--- src/rtl/master_port.sv ---
// master_port: parallel local request -> bit-serial bus master (address then data, MSB first),
// with serial read-data deserializer. Define MASTER_PORT_TIMEOUT_EN to add a watchdog abort.
module master_port #(
  parameter int ADDR_WIDTH     = 16,
  parameter int DATA_WIDTH     = 8,
  parameter int TIMEOUT_CYCLES = 64
) (
  input  logic                  clk,
  input  logic                  rstn,
  input  logic                  req_valid,
  output logic                  req_ready,
  input  logic                  req_write,
  input  logic [ADDR_WIDTH-1:0] req_addr,
  input  logic [DATA_WIDTH-1:0] req_wdata,
  output logic                  rsp_valid,
  output logic [DATA_WIDTH-1:0] rsp_rdata,
  output logic                  rsp_err,
  output logic                  mode,
  output logic                  wr_bus,
  output logic                  master_valid,
  input  logic                  slave_ready,
  input  logic                  rd_bus,
  input  logic                  slave_valid,
  output logic                  master_ready
);
  localparam int SW = ADDR_WIDTH + DATA_WIDTH;
  localparam int CW = $clog2(SW + 1);
  localparam logic [CW-1:0] A_LAST = CW'(ADDR_WIDTH - 1);
  localparam logic [CW-1:0] F_LAST = CW'(SW - 1);
  localparam logic [CW-1:0] D_LAST = CW'(DATA_WIDTH - 1);

  typedef enum logic [2:0] {IDLE, ADDR, DATA, TRAIL, RX, DONE} state_t;

  state_t                state;
  logic [SW-1:0]         sr;
  logic [CW-1:0]         cnt;
  logic [DATA_WIDTH-1:0] rx_sh;
  logic [DATA_WIDTH-1:0] rx_nxt;
  logic                  tx_beat;
  logic                  rx_beat;

  // Bus-side outputs decode registered state only; no input reaches them combinationally.
  assign req_ready    = rstn && (state == IDLE);
  assign master_valid = (state == ADDR) || (state == DATA) || (state == TRAIL);
  assign wr_bus       = ((state == ADDR) || (state == DATA)) && sr[SW-1];
  assign master_ready = (state == RX);
  assign rsp_valid    = (state == DONE);
  assign tx_beat      = master_valid && slave_ready;
  assign rx_beat      = slave_valid && master_ready;
  assign rx_nxt       = {rx_sh[DATA_WIDTH-2:0], rd_bus};

`ifdef MASTER_PORT_TIMEOUT_EN
  localparam int WW = $clog2(TIMEOUT_CYCLES + 1);
  localparam logic [WW-1:0] WD_LAST = WW'(TIMEOUT_CYCLES - 1);
  logic [WW-1:0] wd;
  logic          err_q;
  logic          wd_clr;

  // Every state exit from a watched state is either a beat or the trail end-of-frame.
  assign wd_clr  = tx_beat || rx_beat || ((state == TRAIL) && !slave_ready);
  assign rsp_err = err_q;
`else
  assign rsp_err = 1'b0;
`endif

  always_ff @(posedge clk) begin
    if (!rstn) begin
      state     <= IDLE;
      sr        <= '0;
      cnt       <= '0;
      mode      <= 1'b0;
      rx_sh     <= '0;
      rsp_rdata <= '0;
`ifdef MASTER_PORT_TIMEOUT_EN
      wd        <= '0;
      err_q     <= 1'b0;
`endif
    end else begin
      case (state)
        IDLE: if (req_valid) begin
          sr    <= {req_addr, req_wdata};
          mode  <= req_write;
          cnt   <= '0;
          state <= ADDR;
        end
        // cnt runs across address and data so one compare per phase ends it.
        ADDR, DATA: if (tx_beat) begin
          sr  <= sr << 1;
          cnt <= cnt + 1'b1;
          if (state == ADDR && cnt == A_LAST) state <= mode ? DATA : TRAIL;
          if (state == DATA && cnt == F_LAST) state <= TRAIL;
        end
        TRAIL: if (!slave_ready) begin
          cnt   <= '0;
          state <= mode ? DONE : RX;
          if (mode) rsp_rdata <= '0;
        end
        RX: if (rx_beat) begin
          rx_sh <= rx_nxt;
          cnt   <= cnt + 1'b1;
          if (cnt == D_LAST) begin
            rsp_rdata <= rx_nxt;
            state     <= DONE;
          end
        end
        DONE: begin
          state <= IDLE;
          mode  <= 1'b0;
        end
        default: state <= IDLE;
      endcase
`ifdef MASTER_PORT_TIMEOUT_EN
      if (state == ADDR || state == DATA || state == TRAIL || state == RX) begin
        if (wd_clr) wd <= '0;
        else if (wd == WD_LAST) begin
          wd        <= '0;
          cnt       <= '0;
          state     <= DONE;
          err_q     <= 1'b1;
          rsp_rdata <= '0;
        end else wd <= wd + 1'b1;
      end else begin
        wd    <= '0;
        err_q <= 1'b0;
      end
`endif
    end
  end
endmodule

--- config.mk ---
export PLATFORM = sky130hd
export DESIGN_NAME = master_port
export DESIGN_NICKNAME = d
export VERILOG_FILES = /design/src/rtl/master_port.sv
export SDC_FILE = /design/constraint.sdc
export NUM_CORES = 1
export LEC_CHECK = 0
export ABC_AREA = 1
export BUFFER_PORTS_ARGS = -buffer_cell sky130_fd_sc_hd__buf_2
export CAP_MARGIN = 5
export CORE_AREA = 2 2 87 89
export CTS_CLUSTER_DIAMETER = 60
export DETAILED_ROUTE_END_ITERATION = 7
export DIE_AREA = 0 0 89 91
export GPL_TIMING_DRIVEN = 0
export PLACE_DENSITY_LB_ADDON = 0.25
export SLEW_MARGIN = 20
export SYNTH_ARGS = -nofsm -noshare
export SYNTH_HDL_FRONTEND = slang
export SYNTH_SLANG_ARGS = --single-unit
--- constraint.sdc ---
create_clock -name clk -period 1.49 [get_ports clk]
set_input_delay 0.0745 -clock clk [delete_from_list [all_inputs] [get_ports clk]]
set_output_delay 0.0745 -clock clk [all_outputs]
set_load 0.02 [all_outputs]
; ---- Word-level counts from Yosys, hierarchy flattened
; Index checks and enable logic that the tools add are counted.
; Widths: inputs -> output; s select.
[classes]
add_sub_neg = 1
n_eq_ne = 15
muxes = 25
reduce_logical = 20
[op_table]
columns = op, n
row1 = $mux 24, 2
row2 = $pmux 24 s2, 1
row3 = $mux 8, 4
row4 = $mux 3, 7
row5 = $mux 5, 4
row6 = $pmux 5 s4, 1
row7 = $pmux 8 s2, 1
row8 = $pmux 3 s4, 1
row9 = $reduce_and 5->1, 2
row10 = $ne 2x2->1 const B, 4
row11 = $eq 3x2->1 const B, 2
row12 = $eq 3x3->1 const B, 2
row13 = $logic_and 1x1->1, 6
row14 = $reduce_and 6->1, 1
row15 = $reduce_bool 2->1, 3
row16 = $add 5x1->5 const B, 1
row17 = $eq 5x3->1 const B, 1
row18 = $eq 5x4->1 const B, 1
row19 = $eq 5x5->1 const B, 1
row20 = $ne 2x1->1 const B, 2
row21 = $reduce_and 2->1, 2
row22 = $reduce_bool 4->1, 1
row23 = $eq 3x1->1 const B, 1
row24 = $logic_not 3->1, 1
row25 = other kinds (6), 9
[totals]
reg_bits = 48
in_bits = 31
output_inout_bits = 15
word_cells = 67

; ---- Depth between registers and ports, before layout
; Gate-level depths: netlist of run 1.
[depth]
depth_word = 6
mapped_depth = 11
depth_no_buf = 10

; ---- Least setup slack after synthesis of run 1
; No wires, ideal clock.
[synth_path]
kind = reg-to-reg
start = register state[0]
end = register rsp_rdata[1]
setup_ns = 0.071
arrival_time_ns = 1.409
required_ns = 1.419
path_slack_ns = 0.011
stages_incl_launch_ff = 10
path_buffers = 2
period_less_slack_ns = 1.479
path_cell_list = dfxtp_1 > buf_2 > nor2_2 > nand2_1 > inv_1 > nand2_2 > inv_1 > buf_4 > nand3_1 > a21oi_1
[synth_between]
elab_chain_cells = 4
elab_cells_between_ends = 10
classes_between = 6 x eq/ne / 1 x mux / 3 x reduce/logical
[synth_rtl]
columns = item, line
row1 = "start, declared", 34  ; state_t state;
row2 = "start signal, assigned", 90  ; if (state == ADDR && cnt == A_LAST) state <= mode ? DATA : TRAIL;
row3 = "start signal, assigned", 95  ; state <= mode ? DONE : RX;
row4 = $eq 3x3->1 *, 46  ; assign master_ready = (state == RX);
row5 = named net master_ready, 24  ; output logic master_ready
row6 = $logic_and 1x1->1, 49  ; assign rx_beat = slave_valid && master_ready;
row7 = $ne 2x1->1 (no source line), -
row8 = $reduce_and 5->1 (no source line), -
row9 = "end signal, assigned", 102  ; rsp_rdata <= rx_nxt;
row10 = "end, declared", 16  ; output logic [DATA_WIDTH-1:0] rsp_rdata,
; Mark *: on every way through the listed nets, which the timed path passes. The rest lies on a longest branch.
; A chain may end at the register's enable or synchronous reset.

; ---- Worst setup path in the final report of run 1
[layout_path]
start = register state[1]
end = output port wr_bus
[layout_between]
elab_chain_cells = 3
elab_cells_between_ends = 4
classes_between = 2 x eq/ne / 2 x reduce/logical
[layout_rtl]
columns = item, line
row1 = $eq 3x1->1 / $eq 3x2->1 (equally long branches), 45  ; assign wr_bus = ((state == ADDR) || (state == DATA)) && sr[SW-1];
row2 = $logic_or 1x1->1 *, 45
row3 = $logic_and 1x1->1 *, 45
row4 = "end, declared", 19  ; output logic wr_bus,
; Every way passes the cells marked *; elsewhere a longest branch is shown, timed or not.

==> flow_metrics.tcl, run 1 <==
set metrics [dict create \
    start_kind "register" \
    synth.avg_cell_area_um2 6.54 \
    die-area_um2 8100 \
    ant_nets 0 \
    worstPathCellList "buf_8 > inv_8 > nand3_4 > nand2_8 > inv_6 > buf_8 > nor2_4 > buf_6" \
    routed_via_density 4.55 \
    finalSetupViolations 0 \
    antenna_found_initial 0 \
    wl_per_cell_um 11.2 \
    fin_crit_ns 1.48 \
    stdcell_area_um2 3300 \
    worst_path_max_delay_cell "dfxtp_2" \
    p_leak_uw 0.00155 \
    synth_top_family_by_area "simple AND/OR/NAND/NOR gates" \
    power_uw 7530 \
    cts_tree "yes" \
    start_util_pct 33.3 \
    die_h_um 91 \
    tightest_slew_ns 0.526 \
    synth_cell_types 26 \
    synth_top_area_share_pct 40.5 \
    worstHoldStart "rd_bus" \
    yosys.area_share.simple_pct 37.7 \
    grt_pass1_wl_um 9970 \
    seq_area_frac_synth_pct 40.5 \
    root_buffer "clkbuf_8" \
    numCtsBuffers 5 \
    whs_ns 0.0461 \
    cp_data_required_time_ns 1.42 \
    area_growth_pct 38.9 \
    peakVddDrop_mv 1.02 \
    relSlewSlack_pct 64.9 \
    die_w_um 89 \
    fill_cells 742 \
    crit_top_cell "buf_8" \
    synthAdderAreaFrac_pct 1.05 \
    fin_nets 465 \
    cap_violations 0 \
    drtIter0Drc 84 \
    drv_slew 0 \
    place.gp.congestion 0.771 \
    r2r-start "state[0]" \
    finalClockSkew_ns 0.00819 \
    core_area_um2 7140 \
    status "finished, final reports clean" \
    worst-setup-path-type "reg2out" \
    grt_pass1_vias 2260 \
    min_path_type "in2reg" \
    dp_hpwl_um 3900 \
    path_max_fanout 9 \
    arrival_ns 1.41 \
    slowest_delay_ns 0.33 \
    synth_compound_area_share_pct 11.4 \
    end_kind "output pin" \
    drive_gt1_share_pct 34.4 \
    critPathLaunch "state[1]" \
    io_pins 46 \
    syn_nets 396 \
    firstDrtPassIters 4 \
    clk_pin_slew_ns 0.09 \
    synth_area_leaders "dfxtp_1 (40%), nand2_1 (20%), nor2_1 (10%)" \
    placedInstanceArea_um2 2720 \
    ys.warnings.count 0 \
    grt_max_degree 15 \
    ctsHoldBuffers 0 \
    p_per_area_nw_per_um2 2280 \
    finalWirelength_um 5960 \
    port_buffers 44 \
    synth_xor_area_share_pct 0.738 \
    ys_seq_elements 48 \
    netlist_instances 363 \
    fmax_ghz 0.675 \
    hold_violations 0 \
    cts_max_level 2 \
    clock_latency_ns 0.30 \
    netlist_area_um2 2370 \
    grt_util_all_layers_pct 14.9 \
    route.detailed.drc 0 \
    cts_sinks 48 \
    rsz0062_at_grt "true" \
    finalCritPeriodShare_pct 99.5 \
    vias 2420 \
    synthMuxAreaShare_pct 0 \
    rows 31 \
    clk_path_buf_depth 2 \
    synth_top_area_cell "dfxtp_1" \
    n_antenna_cell 0 \
    grt_overflow 0 \
]
## area by class of cell
class / instances / area (um2) / area share [%]
multi-input combinational: 274 / 1450 / 43.8
sequential: 48 / 972 / 29.5
timing repair buffer: 63 / 369 / 11.2
buffer: 15 / 146 / 4.44
tap: 99 / 124 / 3.75
inverter: 25 / 116 / 3.53
clock buffer: 7 / 96.3 / 2.92
clock inverter: 1 / 30.0 / 0.910
## cell usage in the layout, fill, tap and decap left out, types with 3 or more instances in the layout
cell type | netlist | final
nand2_1 | 124 | 116
buf_2 | 4 | 44
dfxtp_1 | 48 | 43
nor2_1 | 63 | 36
nor2_2 | 5 | 25
o21ai_1 | 13 | 23
buf_4 | 3 | 22
a21oi_1 | 21 | 20
inv_1 | 20 | 16
o21ai_0 | 20 | 9
nand3_1 | 9 | 8
nor2_4 | 0 | 7
nand2_4 | 2 | 7
clkbuf_8 | 0 | 7
inv_2 | 3 | 4
buf_6 | 4 | 4
clkbuf_1 | 5 | 4
nand2_8 | 0 | 3
nand2_2 | 3 | 3
nand4_1 | 3 | 3
dfxtp_2 | 0 | 3
## worst paths after layout
kind / slack, ns / depth (start not counted) / end
max: 0.007 / 8 / wr_bus
max reg2reg: 0.03 / 10 / sr[5]
min reg2reg: 0.46 / 2 / rsp_rdata[6]
min: 0.05 / 3 / rx_sh[0]
## state kept, by name (all words and copies together) (netlist names)
name       count
rx_sh          7
cnt            5
sr            24
state          3
rsp_rdata      8
mode           1
## per-layer routing
| layer | up-vias | wire length (um) | global-route usage (%) |
|---|---|---|---|
| met5 | - | 0 | 0 |
| met4 | 0 | 68 | 4.10 |
| met3 | 7 | 267 | 3.45 |
| met2 | 44 | 2810 | 23.8 |
| met1 | 1094 | 2820 | 20.0 |
| li1 | 1275 | - | - |
## worst max-delay path, delay by kind of cell (launching register included)
kind	cells	cell delay [ns]
buffers and inverters	5	0.49
flip-flops	1	0.33
AND/OR/NAND/NOR	3	0.28
## what timing repair did
item | 4_1_cts | 5_1_grt
gates resized for setup | 43 | 66
pin swaps | 9 | 8
cloned | 0 | 0
setup endpoints to repair | 47 | 46
hold endpoints to repair | 0 | 0
buffers inserted | 14 | 5
## Yosys cell counts, drive strengths merged
library cell and number:
a21oi 21, buf 11, clkbuf 5, clkinv 1, conb 1, dfxtp 48
ha 2, inv 24, nand2 129, nand3 11, nand4 3, nor2 69
nor3 2, nor4 1, o21ai 33, xor2 2
## report_power, final
group / switching, uW / internal [uW]
Clock: 447 / 593
Combinational: 2640 / 1880
Sequential: 258 / 1710
Total: 3350 / 4180
## through the flow
step / utilization (%) / worst slack [ns] / setup TNS [ns] / instances
after detailed placement: 38.1 / -0.274 / -5.45 / 506
after floorplan: - / 0.0110 / 0 / 363
final: 46.2 / 0.00744 / 0 / 532
after global placement: 38.1 / -0.258 / -5.17 / 506
after CTS: 43.4 / -0.00832 / -0.0259 / 527
after global routing: 46.2 / -0.0635 / -0.831 / 532
## cells by family (layout without fill, tap and decap cells)
logic type | Yosys count | after routing
fa+ha+maj | 2 | 2
simple gates | 215 | 215
buf+inv | 41 | 111
xor+xnor | 2 | 2
flops | 48 | 48
compound gates | 54 | 54
other cells | 1 | 1
(Power assumes the default switching activity.)
==> run 2: changes to the inputs <==
--- a/config.mk
+++ b/config.mk
@@ -5,13 +5,12 @@
 export SDC_FILE = /design/constraint.sdc
 export NUM_CORES = 1
 export LEC_CHECK = 0
-export ABC_AREA = 1
 export BUFFER_PORTS_ARGS = -buffer_cell sky130_fd_sc_hd__buf_2
 export CAP_MARGIN = 5
-export CORE_AREA = 2 2 87 89
+export CORE_AREA = 2 2 90 92
 export CTS_CLUSTER_DIAMETER = 60
 export DETAILED_ROUTE_END_ITERATION = 7
-export DIE_AREA = 0 0 89 91
+export DIE_AREA = 0 0 92 94
 export GPL_TIMING_DRIVEN = 0
 export PLACE_DENSITY_LB_ADDON = 0.25
 export SLEW_MARGIN = 20
==> flow_metrics.tcl, run 2 <==
set metrics [dict create \
    status "complete, but fails checks" \
    violations "negative setup slack" \
    routed_via_density 5.32 \
    synth_top_cells_by_count "dfxtp_1 (48), a21oi_1 (43), mux2i_1 (29)" \
    fin_crit_ns 1.69 \
    vias 2421 \
    synth_top_area_cell "dfxtp_1" \
    hold_violations 0 \
    min_path_type "in2reg" \
    path_delay_family "buffers and inverters" \
    start_util_pct 33.3 \
    die_h_um 94 \
    rows 32 \
    die-area_um2 8650 \
    netlist_instances 272 \
    path_depth 8 \
    start_kind "register" \
    fmax_ghz 0.591 \
    cap_violations 0 \
    p_leak_uw 0.00141 \
    whs_endpoint "rx_sh[0]" \
    clk_path_buf_depth 2 \
    worst_path_max_delay_cell "dfxtp_2" \
    ys_seq_elements 48 \
    synth_area_leaders "dfxtp_1 (38%), mux2i_1 (11%), a21oi_1 (8.5%)" \
    synth_cell_types 52 \
    wl_per_cell_um 16.1 \
    route.detailed.drc 0 \
    r2r_slack_ns -0.20 \
    synth-main-ff-cell "dfxtp_1" \
    finalClockSkew_ns 0.00652 \
    async_flop_share_pct 0 \
    worstPathCellList "buf_8 > nand2b_4 > a21oi_4 > buf_6 > buf_12 > buf_12 > mux2i_2 > a211oi_2" \
    finalSetupViolations 47 \
    synth_top_area_share_pct 37.9 \
    holdPathStages 3 \
    tightest_slew_ns 0.663 \
    mostFrequentLayoutCells "dfxtp_1 (44), buf_2 (43), a21oi_1 (31), buf_4 (22), nand2_1 (20)" \
    core_area_um2 7610 \
    numCtsBuffers 5 \
    r2r_cells 8 \
    clk_pin_slew_ns 0.09 \
    grt_pass1_wl_um 11200 \
    firstDrtPassIters 8 \
    worstHoldStart "rd_bus" \
    root_buffer "clkbuf_8" \
    top_regs "sr (24), rsp_rdata (8), rx_sh (7)" \
    crit_top_cell "buf_12" \
    largest_reg_flops 24 \
    synth.avg_cell_area_um2 9.32 \
    cts_tree "yes" \
    largest_register "sr" \
    grt_pass1_vias 2326 \
    clock_latency_ns 0.29 \
    ant_nets 0 \
    p_per_area_nw_per_um2 1980 \
    fin_nets 386 \
    dr_wl_met3_um 275 \
    area_growth_pct 45.2 \
    ys.warnings.count 0 \
    cp_data_required_time_ns 1.65 \
    seq_area_frac_synth_pct 37.9 \
    place.gp.congestion 0.841 \
    cts_max_level 2 \
    setup_ws_ns -0.202 \
    critical_path_buf_inv_count 4 \
    synth_edf_count 0 \
    drtIter0Drc 135 \
    met1Wirelength_um 3440 \
    n_antenna_cell 0 \
    drv_slew 0 \
    r2r-start "state[0]" \
    finalWirelength_um 7320 \
    finalCritPeriodShare_pct 114 \
    port_buffers 44 \
    grt_util_all_layers_pct 16.0 \
    yosysMostFrequentCell "dfxtp_1" \
    worst-setup-path-type "reg2reg" \
    met2_length_um 3560 \
    grt_overflow 0 \
    arrival_ns 1.85 \
    highest_layer "met4" \
    slowest_delay_ns 0.36 \
    drive_gt1_share_pct 48.7 \
    peakVddDrop_mv 1.08 \
    io_pins 46 \
    final_common_cell "dfxtp_1" \
    power_uw 7300 \
    netlist_area_um2 2530 \
    ctsHoldBuffers 0 \
    syn_nets 305 \
    relSlewSlack_pct 55.8 \
    whs_ns 0.0380 \
    dp_hpwl_um 4430 \
    rsz0062_at_grt "true" \
    end_kind "register" \
    grt_max_degree 14 \
    cts_sinks 48 \
    die_w_um 92 \
    antenna_found_initial 0 \
    path_max_fanout 5 \
    regToRegEndpoint "sr[1]" \
]
## run 2: changes by cell type after synthesis, sizes merged, moves of 3 or more
| cell | previous run | this run |
|---|---|---|
| a211oi | 0 | 25 |
| a21oi | 21 | 44 |
| nand3 | 11 | 6 |
| nor2 | 69 | 7 |
| buf | 11 | 16 |
| o21ai | 33 | 12 |
| inv | 24 | 5 |
| nand2b | 0 | 3 |
| nand4 | 3 | 11 |
| nand2 | 129 | 23 |
| mux2i | 0 | 29 |
## run 2: kinds of logic (layout without fill, tap and decap cells)
family | count (synthesis) | in the layout | synth area share (%)
other cells | 1 | 1 | 0.148
simple gates | 68 | 68 | 15.3
buf+inv | 27 | 108 | 6.37
mux | 31 | 31 | 12.3
compound gates | 94 | 94 | 26.6
flops | 48 | 48 | 37.9
xor+xnor | 1 | 1 | 0.346
fa+ha+maj | 2 | 2 | 0.987
## run 2: report_power, final
group          switching (uW)  internal (uW)
logic                    2120           2470
registers                 286           1670
clock network             435            321
total                    2840           4460
## run 2: metrics by stage
stage	cells	TNS (ns)	instance area [um2]	util (%)	setup WS (ns)
3_3_place_gp	418	-9.54	2910	38.3	-0.381
5_1_grt	455	-7.03	3680	48.4	-0.243
6_report	455	-4.18	3680	48.4	-0.202
3_5_place_dp	418	-10.61	2910	38.3	-0.406
2_1_floorplan	272	-0.0273	2560	-	-0.00903
4_1_cts	449	-3.14	3440	45.2	-0.147
## run 2: cell type report
class                           instances  area [um2]
Fill cell                             729        3930
Multi-Input combinational cell        197        1730
Sequential cell                        48         966
Timing Repair Buffer                   74         553
Buffer                                 21         199
Tap cell                              102         128
Clock buffer                            6        72.6
Inverter                                6        27.5
Clock inverter                          1        5.00
## run 2: how the worst max path moves through the flow
stage	end	slack, ns	start
finish	sr[1]	-0.20	state[0]
global route	sr[1]	-0.24	state[0]
CTS	state[0]	-0.15	cnt[0]
detailed placement	sr[18]	-0.41	state[2]
global placement	sr[18]	-0.38	state[2]
floorplan	state[1]	-0.009	cnt[1]
## run 2: what timing repair did
action,4_1_cts,5_1_grt
buffers inserted,21,3
endpoints found under the setup margin,49,51
gates cloned,3,3
pin swaps,20,28
gates resized for setup,54,50
## run 2: layer usage
metal  global-route usage [%]  vias up
met1                     21.8     1171
met2                     26.2       58
met3                     2.97        4
met5                        0        -
met4                     4.10        0
li1                         -     1188
## run 2: worst min-delay path, cell delays in order
cell	delay (ns)
buf_2	0.11
nand2_1	0.05
a21oi_1	0.05
==> run 3: changes to the inputs <==
--- a/config.mk
+++ b/config.mk
@@ -7,12 +7,12 @@
 export LEC_CHECK = 0
 export BUFFER_PORTS_ARGS = -buffer_cell sky130_fd_sc_hd__buf_2
 export CAP_MARGIN = 5
-export CORE_AREA = 2 2 90 92
+export CORE_AREA = 2 2 75 77
 export CTS_CLUSTER_DIAMETER = 60
 export DETAILED_ROUTE_END_ITERATION = 7
-export DIE_AREA = 0 0 92 94
+export DIE_AREA = 0 0 77 79
 export GPL_TIMING_DRIVEN = 0
-export PLACE_DENSITY_LB_ADDON = 0.25
+export PLACE_DENSITY = 0.73
 export SLEW_MARGIN = 20
 export SYNTH_ARGS = -nofsm -noshare
 export SYNTH_HDL_FRONTEND = slang
==> flow_metrics.tcl, run 3 (same netlist as run 2, synthesis figures left out) <==
set metrics [dict create \
    path_max_fanout 5 \
    cts_tree "yes" \
    numCtsBuffers 5 \
    rsz0062_at_grt "true" \
    grt_max_degree 16 \
    mostFrequentLayoutCells "dfxtp_1 (44), buf_2 (43), a21oi_1 (40), buf_4 (25), nand2_1 (22)" \
    core_area_um2 5340 \
    arrival_ns 1.89 \
    finalCritPeriodShare_pct 113 \
    tightest_slew_ns 0.639 \
    clk_pin_slew_ns 0.10 \
    root_buffer "clkbuf_8" \
    grt_util_all_layers_pct 23.8 \
    largest_register "sr" \
    switching_share_pct 39.2 \
    finalClockSkew_ns 0.00802 \
    die_w_um 77 \
    drive_gt1_share_pct 48.7 \
    fmax_ghz 0.592 \
    comb_power_share_pct 62.4 \
    hold_violations 0 \
    p_leak_uw 0.00144 \
    cts_sinks 48 \
    internal_power_uw 4630 \
    p_per_area_nw_per_um2 2020 \
    fin_crit_ns 1.69 \
    fin_nets 391 \
    worst-setup-path-type "reg2reg" \
    p_sw_uw 2990 \
    start_kind "register" \
    die_h_um 79 \
    drtIter0Drc 180 \
    io_pins 46 \
    status "complete, but fails checks" \
    end_kind "register" \
    dp_hpwl_um 4190 \
    grt_overflow 0 \
    placedInstanceArea_um2 2870 \
    stdcell_area_um2 3770 \
    relSlewSlack_pct 57.4 \
    place.gp.congestion 0.851 \
    cp_data_required_time_ns 1.69 \
    violations "negative setup slack" \
    route.detailed.drc 0 \
    wl_per_cell_um 18.0 \
    setup_ws_ns -0.198 \
    dp_slack_ns -0.367 \
    rows 27 \
    start_util_pct 47.5 \
    postLayoutCoreUtil_pct 70.7 \
    firstDrtPassIters 7 \
    clkPwrFrac_pct 11.4 \
    drv_slew 0 \
    port_buffers 44 \
    clk_path_buf_depth 2 \
    vias 2579 \
    finalSetupViolations 40 \
    peakVddDrop_mv 1.59 \
    ctsHoldBuffers 0 \
    antenna_found_initial 0 \
    ant_nets 0 \
    n_antenna_cell 0 \
    die-area_um2 6080 \
    clock_latency_ns 0.31 \
    area_growth_pct 49.0 \
    p_seq_share_pct 26.2 \
    cap_violations 0 \
    grt_pass1_wl_um 11600 \
    grt_pass1_vias 2430 \
    finalWirelength_um 7760 \
    final_common_cell "dfxtp_1" \
    top_regs "sr (24), rsp_rdata (8), rx_sh (7)" \
    routed_via_density 5.98 \
    largest_reg_flops 24 \
    cts_max_level 2 \
    min_path_type "in2reg" \
]
==> run 3: changes by cell type in the layout (fill, tap and decap cells not counted), sizes merged <==
cell | before | now
o22ai | 2 | 3
buf | 89 | 93
inv | 5 | 6
==> run 3: final cells by class <==
cell class / instances / area, um2
flip-flops and latches: 48 / 973
plain buffers: 19 / 171
multi-input cells: 198 / 1780
well taps: 72 / 90.1
inverters: 6 / 27.5
clock inverters: 2 / 13.8
repair buffers: 80 / 637
fillers: 419 / 1560
clock buffers: 6 / 82.6
==> run 3: through the flow <==
stage	instances	power, uW	setup TNS (ns)	hold slack, ns
finish	431	7620	-3.99	0.0499
CTS	415	6940	-2.41	0.0263
global placement	388	4660	-8.49	0.350
global route	431	8000	-5.78	0.0494
floorplan	272	4180	-0.0273	0.210
detailed placement	388	4710	-9.26	0.354
==> run 3: layer usage <==
metal  GRT usage [%]  share of wire, %
met5               0                 0
met3            4.77               5.1
met1            30.8                42
met4            6.96               1.1
met2            40.4                52
==> run 3: power by group through the flow <==
stage                     registers, uW  logic, uW  clock network (uW)
after floorplan                    1850       2330                   0
after global placement             1890       2760                   0
after detailed placement           1910       2810                   0
after CTS                          1930       4160                 853
after global routing               2040       5030                 926
final                              2000       4760                 868
==> run 3: final timing paths <==
path | from | to | slack [ns] | cells past startpoint
max | state[1] | state[1] | -0.20 | 5
min | rd_bus | rx_sh[0] | 0.05 | 3
max reg2reg | state[1] | state[1] | -0.20 | 5
min reg2reg | rsp_rdata[4] | rsp_rdata[4] | 0.46 | 2
==> run 3: timing repair <==
action	CTS	global route
setup endpoints to repair	49	51
pin swaps	46	36
gates cloned	3	1
buffers inserted	17	18
resized for setup	72	41
==> run 3: critical path: stages (launching register included) <==
cell,delay [ns]
dfxtp_4,0.39
buf_12,0.13
mux2i_4,0.19
o211a_4,0.27
or3_1,0.34
o221a_1,0.26
